--- src/rtl/wb_arbiter_mc.sv ---
// ============================================================================
// Module      : wb_arbiter_mc
// Description : Multi-channel writeback arbiter. Each functional-unit result
//               channel feeds a private FIFO. One head entry per cycle is
//               picked round-robin and driven to the register-file write
//               port. Provides registered per-channel ready, a sticky
//               overflow flag and a pending-destination query.
//               Optional macro WB_BYPASS_EN lets an empty channel's incoming
//               result compete in the same cycle and skip its FIFO.
// Revision    : 1.0 - initial release
// ============================================================================
`default_nettype none

module wb_arbiter_mc #(
    parameter int NUM_UNITS = 3,
    parameter int QDEPTH    = 2,
    parameter int DATA_W    = 32,
    parameter int REG_AW    = 5
) (
    input  logic                          clock,
    input  logic                          reset,
    input  logic [NUM_UNITS-1:0]          unit_wb_oper,
    input  logic [NUM_UNITS*REG_AW-1:0]   unit_wb_regdest,
    input  logic [NUM_UNITS-1:0]          unit_wb_writereg,
    input  logic [NUM_UNITS*DATA_W-1:0]   unit_wb_wbvalue,
    output logic [NUM_UNITS-1:0]          wb_unit_ready,
    output logic                          wb_reg_en,
    output logic [REG_AW-1:0]             wb_reg_addr,
    output logic [DATA_W-1:0]             wb_reg_data,
    input  logic [REG_AW-1:0]             query_addr,
    output logic                          query_pending,
    output logic                          wb_overflow
);

    localparam int PTR_W = (QDEPTH > 1) ? $clog2(QDEPTH) : 1;
    localparam int CNT_W = PTR_W + 1;
    localparam int RR_W  = (NUM_UNITS > 1) ? $clog2(NUM_UNITS) : 1;
    localparam logic [CNT_W-1:0] C_QDEPTH = CNT_W'(QDEPTH);

    // FIFO storage and control, one set per channel
    logic [REG_AW-1:0] addr_mem_q [NUM_UNITS][QDEPTH];
    logic [REG_AW-1:0] addr_mem_d [NUM_UNITS][QDEPTH];
    logic [DATA_W-1:0] data_mem_q [NUM_UNITS][QDEPTH];
    logic [DATA_W-1:0] data_mem_d [NUM_UNITS][QDEPTH];
    logic [QDEPTH-1:0] vld_q      [NUM_UNITS];
    logic [QDEPTH-1:0] vld_d      [NUM_UNITS];
    logic [PTR_W-1:0]  rd_ptr_q   [NUM_UNITS];
    logic [PTR_W-1:0]  rd_ptr_d   [NUM_UNITS];
    logic [PTR_W-1:0]  wr_ptr_q   [NUM_UNITS];
    logic [PTR_W-1:0]  wr_ptr_d   [NUM_UNITS];
    logic [CNT_W-1:0]  count_q    [NUM_UNITS];
    logic [CNT_W-1:0]  count_d    [NUM_UNITS];

    logic [RR_W-1:0]   rr_q, rr_d;
    logic              en_q, en_d;
    logic [REG_AW-1:0] addr_q, addr_d;
    logic [DATA_W-1:0] data_q, data_d;
    logic              ovf_q, ovf_d;

    logic [REG_AW-1:0]    w_dest [NUM_UNITS];
    logic [DATA_W-1:0]    w_val  [NUM_UNITS];
    logic [NUM_UNITS-1:0] w_writable;
    logic [NUM_UNITS-1:0] w_accept;
    logic [NUM_UNITS-1:0] w_cand;
    logic [NUM_UNITS-1:0] w_deq;
    logic [NUM_UNITS-1:0] w_byp;
    logic [NUM_UNITS-1:0] w_enq;
    logic                 w_win_vld;
    logic [RR_W-1:0]      w_win;
    logic                 w_hit;

    // Unpack channel buses; ready depends on registered occupancy only
    always_comb begin
        for (int i = 0; i < NUM_UNITS; i++) begin
            w_dest[i]        = unit_wb_regdest[i*REG_AW +: REG_AW];
            w_val[i]         = unit_wb_wbvalue[i*DATA_W +: DATA_W];
            wb_unit_ready[i] = (count_q[i] < C_QDEPTH);
            w_writable[i]    = unit_wb_writereg[i] && (w_dest[i] != '0);
            w_accept[i]      = unit_wb_oper[i] && wb_unit_ready[i];
        end
    end

    // Arbitration candidates: non-empty FIFOs, plus empty-channel arrivals when bypass is built in
    always_comb begin
        for (int i = 0; i < NUM_UNITS; i++) begin
            w_cand[i] = (count_q[i] != '0);
`ifdef WB_BYPASS_EN
            w_cand[i] = w_cand[i] || (w_accept[i] && w_writable[i]);
`endif
        end
    end

    // Round-robin scan: first candidate at or after the pointer, wrapping
    always_comb begin
        w_win_vld = 1'b0;
        w_win     = '0;
        for (int k = 0; k < NUM_UNITS; k++) begin
            if (!w_win_vld && w_cand[(int'(rr_q) + k) % NUM_UNITS]) begin
                w_win_vld = 1'b1;
                w_win     = RR_W'((int'(rr_q) + k) % NUM_UNITS);
            end
        end
    end

    // Per-channel dequeue / bypass / enqueue decisions
    always_comb begin
        w_deq = '0;
        w_byp = '0;
        w_enq = '0;
        for (int i = 0; i < NUM_UNITS; i++) begin
            w_deq[i] = w_win_vld && (w_win == RR_W'(i)) && (count_q[i] != '0);
`ifdef WB_BYPASS_EN
            w_byp[i] = w_win_vld && (w_win == RR_W'(i)) && (count_q[i] == '0);
`endif
            // Filtered results are accepted but never occupy a slot
            w_enq[i] = w_accept[i] && w_writable[i] && !w_byp[i];
        end
    end

    // Next-state for FIFOs, round-robin pointer, output register and overflow
    always_comb begin
        addr_mem_d = addr_mem_q;
        data_mem_d = data_mem_q;
        vld_d      = vld_q;
        rd_ptr_d   = rd_ptr_q;
        wr_ptr_d   = wr_ptr_q;
        count_d    = count_q;
        rr_d       = rr_q;
        en_d       = w_win_vld;
        addr_d     = addr_q;
        data_d     = data_q;
        ovf_d      = ovf_q || ((unit_wb_oper & ~wb_unit_ready) != '0);

        if (w_win_vld) begin
            rr_d = (int'(w_win) == NUM_UNITS - 1) ? '0 : w_win + 1'b1;
        end

        for (int i = 0; i < NUM_UNITS; i++) begin
            if (w_deq[i]) begin
                addr_d                   = addr_mem_q[i][rd_ptr_q[i]];
                data_d                   = data_mem_q[i][rd_ptr_q[i]];
                vld_d[i][rd_ptr_q[i]]    = 1'b0;
                rd_ptr_d[i]              = rd_ptr_q[i] + 1'b1;
            end
            if (w_byp[i]) begin
                addr_d = w_dest[i];
                data_d = w_val[i];
            end
            if (w_enq[i]) begin
                addr_mem_d[i][wr_ptr_q[i]] = w_dest[i];
                data_mem_d[i][wr_ptr_q[i]] = w_val[i];
                vld_d[i][wr_ptr_q[i]]      = 1'b1;
                wr_ptr_d[i]                = wr_ptr_q[i] + 1'b1;
            end
            count_d[i] = count_q[i] + CNT_W'(w_enq[i]) - CNT_W'(w_deq[i]);
        end
    end

    // Control state with synchronous reset; flushes all buffered results
    always_ff @(posedge clock) begin
        if (reset) begin
            for (int i = 0; i < NUM_UNITS; i++) begin
                vld_q[i]    <= '0;
                rd_ptr_q[i] <= '0;
                wr_ptr_q[i] <= '0;
                count_q[i]  <= '0;
            end
            rr_q   <= '0;
            en_q   <= 1'b0;
            addr_q <= '0;
            data_q <= '0;
            ovf_q  <= 1'b0;
        end else begin
            vld_q    <= vld_d;
            rd_ptr_q <= rd_ptr_d;
            wr_ptr_q <= wr_ptr_d;
            count_q  <= count_d;
            rr_q     <= rr_d;
            en_q     <= en_d;
            addr_q   <= addr_d;
            data_q   <= data_d;
            ovf_q    <= ovf_d;
        end
    end

    // Payload storage needs no reset: entry validity lives in vld_q
    always_ff @(posedge clock) begin
        addr_mem_q <= addr_mem_d;
        data_mem_q <= data_mem_d;
    end

    // Pending query: any valid buffered entry or the write now on the port
    always_comb begin
        w_hit = en_q && (addr_q == query_addr);
        for (int i = 0; i < NUM_UNITS; i++) begin
            for (int j = 0; j < QDEPTH; j++) begin
                if (vld_q[i][j] && (addr_mem_q[i][j] == query_addr)) begin
                    w_hit = 1'b1;
                end
            end
        end
        query_pending = w_hit && (query_addr != '0);
    end

    assign wb_reg_en   = en_q;
    assign wb_reg_addr = addr_q;
    assign wb_reg_data = data_q;
    assign wb_overflow = ovf_q;

endmodule

`default_nettype wire

--- config.mk ---
export PLATFORM = sky130hd
export DESIGN_NAME = wb_arbiter_mc
export DESIGN_NICKNAME = d
export VERILOG_FILES = /design/src/rtl/wb_arbiter_mc.sv
export SDC_FILE = /design/constraint.sdc
export NUM_CORES = 1
export LEC_CHECK = 0
export ABC_AREA = 0
export CORE_ASPECT_RATIO = 0.7
export CORE_MARGIN = 1.5
export CORE_UTILIZATION = 55
export CTS_CLUSTER_SIZE = 10
export DETAILED_ROUTE_END_ITERATION = 7
export HOLD_SLACK_MARGIN = 0.15
export PLACE_DENSITY_LB_ADDON = 0.2
export REMOVE_ABC_BUFFERS = 1
export SYNTH_ARGS = -nofsm -noshare
export SYNTH_HDL_FRONTEND = slang
export SYNTH_SLANG_ARGS = --single-unit
--- constraint.sdc ---
create_clock -name clock -period 3.95 [get_ports clock]
set_input_delay 0.395 -clock clock [delete_from_list [all_inputs] [get_ports clock]]
set_output_delay 0.395 -clock clock [all_outputs]
set_load 0.005 [all_outputs]
# --- Yosys cells after proc, flatten, opt, wreduce, memory -nomap -nowiden ---
# Index checks and enable logic that the tools add are counted.
totals:
  register_bits: 281
  latchBits: 0
  ramBits: 0
  romBits: 0
  in_bits: 124
  output_inout_bits: 43
  elab_cells: 230
  memories: 0
classes:
  n_addsub: 15
  n_mul: 0
  n_div: 3
  n_lt_le_gt_ge: 27
  eq_ne: 10
  shifts: 0
  mux: 82
  bitwise_logic: 17
  n_reduce_logical: 47
op_table:
  columns: ["op", "count"]
  rows:
  - ["two-way mux 32 bit", 15]
  - ["bitwise mux 64 bit", 3]
  - ["demux 32 bit (select 1 bit)", 3]
  - ["less-than comparator 32 x 4 -> 1 bit, second input constant", 3]
  - ["two-way mux 5 bit", 15]
  - ["remainder unit 32 x 3 -> 32 bit, second input constant", 2]
  - ["== test 5 bit", 7]
  - ["logical AND 1 bit", 34]
  - ["remainder unit 3 x 3 -> 32 bit, second input constant", 1]
  - ["bitwise mux 10 bit", 3]
  - ["two-way mux 1 bit", 21]
  - ["two-way mux 2 bit", 10]
  - ["nonzero test 5 bit", 4]
  - ["demux 5 bit (select 1 bit)", 3]
  - [">= comparator 2 bit, second input constant", 6]
  - ["less-than comparator 1 x 2 -> 1 bit, second input constant", 6]
  - ["inverter 1 -> 2 bit", 6]
  - ["adder 1 bit, second input constant", 6]
  - ["adder 2 x 1 -> 2 bit", 3]
  - ["bitwise AND 2 bit", 3]
  - ["binary-select mux 1 bit (select 2 bit)", 3]
  - ["demux 1 bit (select 1 bit)", 6]
  - [">= comparator 1 bit, second input constant", 6]
  - ["less-than comparator 2 x 1 -> 1 bit, second input constant", 3]
  - ["16 further kinds", 29]

# --- Longest topological paths before layout ---
# Gate-level depths: netlist of run 1.
depth:
  ltp_word: 17
  depth_mapped: 15
  ltp_nobuf: 13

# --- Least setup slack after synthesis of run 1 ---
# Ideal clock, no wire load.
synth_path:
  kind: "reg-to-reg"
  start: "register count_q[5] (netlist name)"
  end: "register addr_mem_q[20] (netlist name), enable pin"
  setup_ps: 433
  arrival_time_ps: 2417
  required_time_ps: 3517
  slack_ps: 1100
  stages_incl_launch_ff: 5
  n_path_buf: 1
  period_less_slack_ps: 2850
  path_cell_list: "dfxtp_1 buf_4 inv_1 o2111ai_1 nor2_1"
synth_via:
  elab_chain_len: 3
synth_rtl:
  columns: ["element", "line_no", "source"]
  rows:
  - ["from (decl)", "51", "logic [CNT_W-1:0] count_q [NUM_UNITS];"]
  - ["from (signal assigned)", "177", "count_q <= count_d;"]
  - ["less-than comparator 2 bit", "77", "wb_unit_ready[i] = (count_q[i] < C_QDEPTH);"]
  - ["via wb_unit_ready[0]", "26", "output logic [NUM_UNITS-1:0] wb_unit_ready,"]
  - ["logical AND 1 bit", "79", "w_accept[i] = unit_wb_oper[i] && wb_unit_ready[i];"]
  - ["logical AND 1 bit", "116", "w_enq[i] = w_accept[i] && w_writable[i] && !w_byp[i];"]
  - ["to (signal assigned)", "188", "addr_mem_q <= addr_mem_d;"]
  - ["to (decl)", "41", "logic [REG_AW-1:0] addr_mem_q [NUM_UNITS][QDEPTH];"]
# The timed path passes the listed nets, and every way through them passes these cells.
# A chain may end at the register's enable or synchronous reset.

# --- Worst setup path in the final report of run 1 ---
layout_path:
  start: "register rr_q[0]"
  end: "register count_q[1] (netlist name)"
layout_via:
  elab_chain_len: 15
  word_cells_on_any_way: 28
  cone_classes: "add/sub (3); div (3); eq/ne (1); mux (15); reduce/logical (6)"
layout_rtl:
  columns: ["element", "line_no", "source"]
  rows:
  - ["from (decl)", "54", "logic [RR_W-1:0] rr_q, rr_d;"]
  - ["from (signal assigned)", "178", "rr_q <= rr_d;"]
  - ["branches (longest 12 deep; another with remainder unit 32 x 3 -> 32 bit)", null, null]
  - ["logical AND 1 bit (*) (2 in a row)", "111", "w_deq[i] = w_win_vld && (w_win == RR_W'(i)) && (count_q[i] != '0);"]
  - ["subtractor 2 x 1 -> 2 bit (*)", "155", "count_d[i] = count_q[i] + CNT_W'(w_enq[i]) - CNT_W'(w_deq[i]);"]
# Every way passes the cells marked *. The select of a mux whose other input is x is not followed.

==> results of run 1 <==
[cells in the mapped netlist, types with 22 or more instances]
cell | count | area share
a21oi_1 | 57 | 0.023
a221oi_1 | 22 | 0.015
clkbuf_1 | 54 | 0.016
dfxtp_1 | 59 | 0.094
edfxtp_1 | 222 | 0.53
mux2_2 | 96 | 0.086
nand2_1 | 27 | 0.0080
nor2_1 | 96 | 0.029
o211ai_1 | 22 | 0.013
o21ai_0 | 53 | 0.021
o32ai_1 | 22 | 0.015
xor2_1 | 29 | 0.020
[metrics by stage]
step	total power, µW	worst slack, ns
5_1_grt	13400	0.259
3_5_place_dp	9900	0.558
3_3_place_gp	9740	0.672
2_1_floorplan	7730	-0.739
6_report	12800	0.489
4_1_cts	12700	0.517
[power groups by stage]
stage          Sequential, µW  Combinational [µW]  Clock (µW)
6_report                 4050                5950        2790
2_1_floorplan            3960                3780           0
3_5_place_dp             4090                5810           0
5_1_grt                  4080                6420        2940
3_3_place_gp             4090                5660           0
4_1_cts                  4040                5860        2810
[routing by layer]
metal / wire, µm / vias up / global-route usage / part of all wire
met5: 0 / - / 0 / 0
met1: 14700 / 4409 / 0.413 / 0.43
met2: 14900 / 549 / 0.429 / 0.44
met4: 729 / 0 / 0.0887 / 0.022
li1: - / 4060 / - / -
met3: 3510 / 65 / 0.0589 / 0.10
[worst min path at each step]
stage | from | end
after floorplan | wr_ptr_q[0] | wr_ptr_q[0]
after global placement | wr_ptr_q[0] | wr_ptr_q[0]
after detailed placement | wr_ptr_q[0] | wr_ptr_q[0]
after CTS | unit_wb_wbvalue[32] | data_mem_q[64]
after global routing | unit_wb_wbvalue[39] | data_mem_q[103]
final | wr_ptr_q[0] | wr_ptr_q[0]
[registers in the layout, summed over array words and instances (netlist names)]
signal	flops
wr_ptr_q	3
wb_reg_en	1
addr_mem_q	30
wb_reg_data	32
wb_reg_addr	5
rr_q	2
wb_overflow	1
vld_q	6
data_mem_q	192
count_q	6
rd_ptr_q	3
[final cells by class]
class / instances / area, µm²
sequential: 281 / 7850
fill: 1645 / 6970
multi-input combinational: 604 / 4430
timing repair buffer: 192 / 1860
clock buffer: 57 / 937
tap: 312 / 390
inverter: 19 / 71.3
clock inverter: 4 / 42.5
[critical path, delay by kind of cell (launching register included)]
family / cells / cell delay (ns)
xor gates and xnor gates: 2 / 0.31
DFF: 1 / 0.35
buffers and inverters: 3 / 0.18
AOI/OAI and AO/OA: 2 / 0.82
and+or+nand+nor: 3 / 0.66
adders and majority gates: 3 / 0.98
[cell families after synthesis]
logic type / Yosys count
flops: 281
compound gates: 261
simple gates: 179
mux: 111
buf+inv: 93
xor+xnor: 45
fa+ha+maj: 8
==> impl_metrics.toml, run 1 <==
[outcome]
status = "finished clean"

[floorplanning]
dieArea_um2 = 23900
start_util = 0.559
pin_count = 167
core_um2 = 22600
fp.dieH_um = 130
fp.dieW_um = 184
rows = 46

[critical_path]
critPathLaunch = "rr_q[0]"
crit_arrival_ns = 3.82
reg2reg_depth = 13
crit_path_end_kind = "register"
r2r-end = "count_q[1]"
cp_cell_sequence = "inv_1 -> ha_1 -> nor3_1 -> a211oi_1 -> or3_1 -> o21a_1 -> inv_1 -> ha_1 -> inv_1 -> ha_1 -> xnor2_1 -> xnor2_1 -> nor2_1"
critPathMaxFanout = 14
critPathMaxStageDelay_ns = 0.56
rr_startpoint = "rr_q[0]"
crit_type = "register to register"
critPathSlowestCell = "a211oi_1"
start_kind = "register"
critPathCapture = "count_q[1]"
critPathRequiredTime_ns = 4.31
reg2reg_slack_ns = 0.49

[detailed_routing]
route.detailed.drc = 0
routedWlPerCell_um = 23.0
dr.pass1.iters = 5
viasPerCell = 6.18
wl_mm = 33.8
vias = 9083
first_iter_violations = 991
ant_nets = 0

[global_route]
antenna_found_initial = 0
grt_max_degree = 60
grt_pass1_wl_mm = 50.5
grt_pass1_vias = 8730
grtUsageTotal = 0.283
grt-ovfl-total = 0

[synthesis]
synth-compound-area-share = 0.149
synth-async-reset-ratio = 0
synthesis.area_um2 = 12600
yosysSeqAreaShare = 0.622
synth_cell_type_count = 50
synthSimpleGateAreaFrac = 0.0629
syn_inst = 978
synth_warnings = 0
synth-adder-area-share = 0.00793
synth_edf_count = 222
synth_top_family_by_area = "compound AO/OA/AOI/OAI gates"
synth_mux_area_frac = 0.0976
syn_area_per_cell_um2 = 12.9
synth_seq_cells = 281
synth_ff_type = "edfxtp_1"
synth_xor_xnor_area_share = 0.0312

[clock_tree]
root_buffer = "clkbuf_16"
htreeDepth = 2
clock_path_buffers = 3
cts_num_sinks = 281
clkLatencyLatePin_ns = 0.50
hold_buffers = 0
cts_made_buffers = 34
cts_tree = "built"
post_cts_resized = 0
path_clk_slew_ns = 0.06
cts_setup_buffers = 0

[timing]
max_freq_mhz = 289
setup_tns_ns = 0
hold_viol_final = 0
slew-limit-headroom = 0.186
setup-violations-final = 0
finalCritPeriodShare = 0.876
min_period_ns = 3.46
hold-worst-slack_ns = 0.459
fin_worst_skew_ns = 0.0120
drv_slew = 0
rsz0062_at_grt = "false"
worstMarginPinSlew_ns = 1.22

[placement]
dp_cells = 1408
place.gp.congestion = 0.881
port_buffers = 166
dp_hpwl_mm = 21.4
post_dp_cell_area_um2 = 14600

[pwr]
p_leak_uw = 0.00532
intPower_uw = 7730
worst_ir_drop_vdd_mv = 0.614
clkPwrFrac = 0.218
switchingPower_uw = 5060
p_seq_frac = 0.316
swShare = 0.395
powerDensity_nw_per_um2 = 821
comb_power_share = 0.465

[worst_hold_path]
hold_depth = 2
hold_class = "register to register"

[finish]
area_growth_syn_to_layout_pct = 23.6
antennaDiodeCount = 0
mostFrequentLayoutCells = "edfxtp_1 (222), clkdlybuf4s50_1 (165), mux2_2 (96)"
stdcell_count = 1469
nets = 1264
drive_gt1_frac = 0.172
fin_area_um2 = 15600
final_common_cell = "edfxtp_1"
final_util = 0.691

[job]
maxCapViolCount = 0
Power figures use the tool's default switching activity.
==> run 2, diff against run 1 <==
--- a/config.mk
+++ b/config.mk
@@ -6,6 +6,7 @@
 export NUM_CORES = 1
 export LEC_CHECK = 0
 export ABC_AREA = 0
+export ABC_CLOCK_PERIOD_IN_PS = 3950
 export CORE_ASPECT_RATIO = 0.7
 export CORE_MARGIN = 1.5
 export CORE_UTILIZATION = 55
==> results of run 2 <==
Same layout as run 1: the final DEF is identical, and so are final timing and power.
==> run 3, diff against run 2 <==
--- a/config.mk
+++ b/config.mk
@@ -10,8 +10,10 @@
 export CORE_ASPECT_RATIO = 0.7
 export CORE_MARGIN = 1.5
 export CORE_UTILIZATION = 55
+export CTS_BUF_LIST = sky130_fd_sc_hd__clkbuf_4 sky130_fd_sc_hd__clkbuf_8 sky130_fd_sc_hd__clkbuf_16
 export CTS_CLUSTER_SIZE = 10
 export DETAILED_ROUTE_END_ITERATION = 7
+export GPL_TIMING_DRIVEN = 1
 export HOLD_SLACK_MARGIN = 0.15
 export PLACE_DENSITY_LB_ADDON = 0.2
 export REMOVE_ABC_BUFFERS = 1
==> run 3 against run 2 <==
Clock-buffer cell count unchanged. Global-route usage about the same. Die area unchanged. Critical path depth unchanged. Combinational power about the same. First-iteration DRC count increased by 0.61%. Utilization increased by 0.38 points. Critical endpoint unchanged.
==> impl_metrics.toml, run 3 (same netlist as run 1, synthesis figures left out) <==
[outcome]
status = "finished clean"

[timing]
slew-limit-headroom = 0.175
setup_slack_ns = 0.491
rsz0062_at_grt = "false"
max_freq_mhz = 289
drv_slew = 0
min_period_ns = 3.46
finalCritPeriodShare = 0.876
worstMarginPinSlew_ns = 1.24
fin_worst_skew_ns = 0.00988
hold_viol_final = 0
setup-violations-final = 0

[global_route]
grt_max_degree = 60
grtUsageTotal = 0.283
grt-ovfl-total = 0
grt_pass1_vias = 8748
grt_pass1_wl_mm = 50.5
antenna_found_initial = 0

[placement]
place.gp.congestion = 0.881
place_ws_ns = 0.558
dp_hpwl_mm = 21.4
port_buffers = 166

[finish]
mostFrequentLayoutCells = "edfxtp_1 (222), clkdlybuf4s50_1 (165), mux2_2 (96)"
drive_gt1_frac = 0.192
area_growth_syn_to_layout_pct = 24.2
regArea_um2 = 7850
antennaDiodeCount = 0
regMostFlops = "data_mem_q"
final_common_cell = "edfxtp_1"
largest_reg_flops = 192
multi_input_area_um2 = 4430
nets = 1264
fill_cells = 1638

[detailed_routing]
routedWlPerCell_um = 23.1
dr.pass1.iters = 5
viasPerCell = 6.22
wl_mm = 33.9
vias = 9130
route.detailed.drc = 0
ant_nets = 0
first_iter_violations = 997

[critical_path]
critPathRequiredTime_ns = 4.31
reg2reg_depth = 13
path_delay_family = "adder cells"
cp_cell_sequence = "inv_1 -> ha_1 -> nor3_1 -> a211oi_1 -> or3_1 -> o21a_1 -> inv_1 -> ha_1 -> inv_1 -> ha_1 -> xnor2_1 -> xnor2_1 -> nor2_1"
critPathSlowestCell = "a211oi_1"
critPathMaxFanout = 14
cp.depth = 13
start_kind = "register"
crit_type = "register to register"
critPathBufInv = 3
crit_path_end_kind = "register"
critPathMaxStageDelay_ns = 0.56
crit_arrival_ns = 3.82

[job]
maxCapViolCount = 0

[pwr]
p_leak_uw = 0.00540
powerDensity_nw_per_um2 = 827
power_uw = 13000
worst_ir_drop_vdd_mv = 0.617

[worst_hold_path]
hold_depth = 2
hold_class = "register to register"

[clock_tree]
cts_made_buffers = 34
hold_buffers = 0
clkLatencyLatePin_ns = 0.51
htreeDepth = 2
cts_setup_buffers = 0
cts_num_sinks = 281
post_cts_resized = 0
root_buffer = "clkbuf_16"
cts_tree = "built"
clock_path_buffers = 3
path_clk_slew_ns = 0.06

[floorplanning]
fp.dieW_um = 184
dieArea_um2 = 23900
core_um2 = 22600
pin_count = 167
start_util = 0.559
rows = 46
fp.dieH_um = 130
## run 3: where the power goes
group,switching (µW),internal [µW],total [µW]
registers,413,3630,4050
clock network,1170,1780,2950
logic,3480,2470,5960
## run 3: area by class of cell
class                      count  area share
clock buffer                  57      0.0653
clock inverter                 4     0.00271
inverter                      19     0.00455
multi-input combinational    604       0.283
sequential                   281       0.501
tap                          312      0.0249
timing repair buffer         192       0.119
## run 3: metal layers
| metal | part of all wire | global-route usage | vias to the layer above | wire length (µm) |
|---|---|---|---|---|
| li1 | - | - | 4055 | - |
| met1 | 0.44 | 0.410 | 4471 | 14800 |
| met2 | 0.44 | 0.432 | 538 | 14900 |
| met3 | 0.10 | 0.0617 | 66 | 3430 |
| met4 | 0.021 | 0.0882 | 0 | 717 |
| met5 | 0 | 0 | - | 0 |
## run 3: worst paths after layout
| path | slack (ns) | to | from |
|---|---|---|---|
| setup / recovery | 0.49 | count_q[1] | rr_q[0] |
| hold reg to reg | 0.46 | wr_ptr_q[0] | wr_ptr_q[0] |
| hold / removal | 0.46 | wr_ptr_q[0] | wr_ptr_q[0] |
| setup reg to reg | 0.49 | count_q[1] | rr_q[0] |
## run 3: worst reg2reg max path, cell delays in order, from the launching register on
cell and delay [ns]:
dfxtp_1 0.35, inv_1 0.08, ha_1 0.54, nor3_1 0.13
a211oi_1 0.56, or3_1 0.48, o21a_1 0.27, inv_1 0.06
ha_1 0.27, inv_1 0.04, ha_1 0.19, xnor2_1 0.17
xnor2_1 0.14, nor2_1 0.05
## run 3: stage by stage
stage	instance area, µm²	utilization	setup TNS [ns]	hold slack (ns)	instances
2_1_floorplan	12300	-	-27.40	0.430	904
4_1_cts	15700	0.695	0	0.455	1469
5_1_grt	15700	0.695	0	0.460	1469
6_report	15700	0.695	0	0.459	1469
3_5_place_dp	14600	0.648	0	0.450	1408
3_3_place_gp	14600	0.648	0	0.447	1408
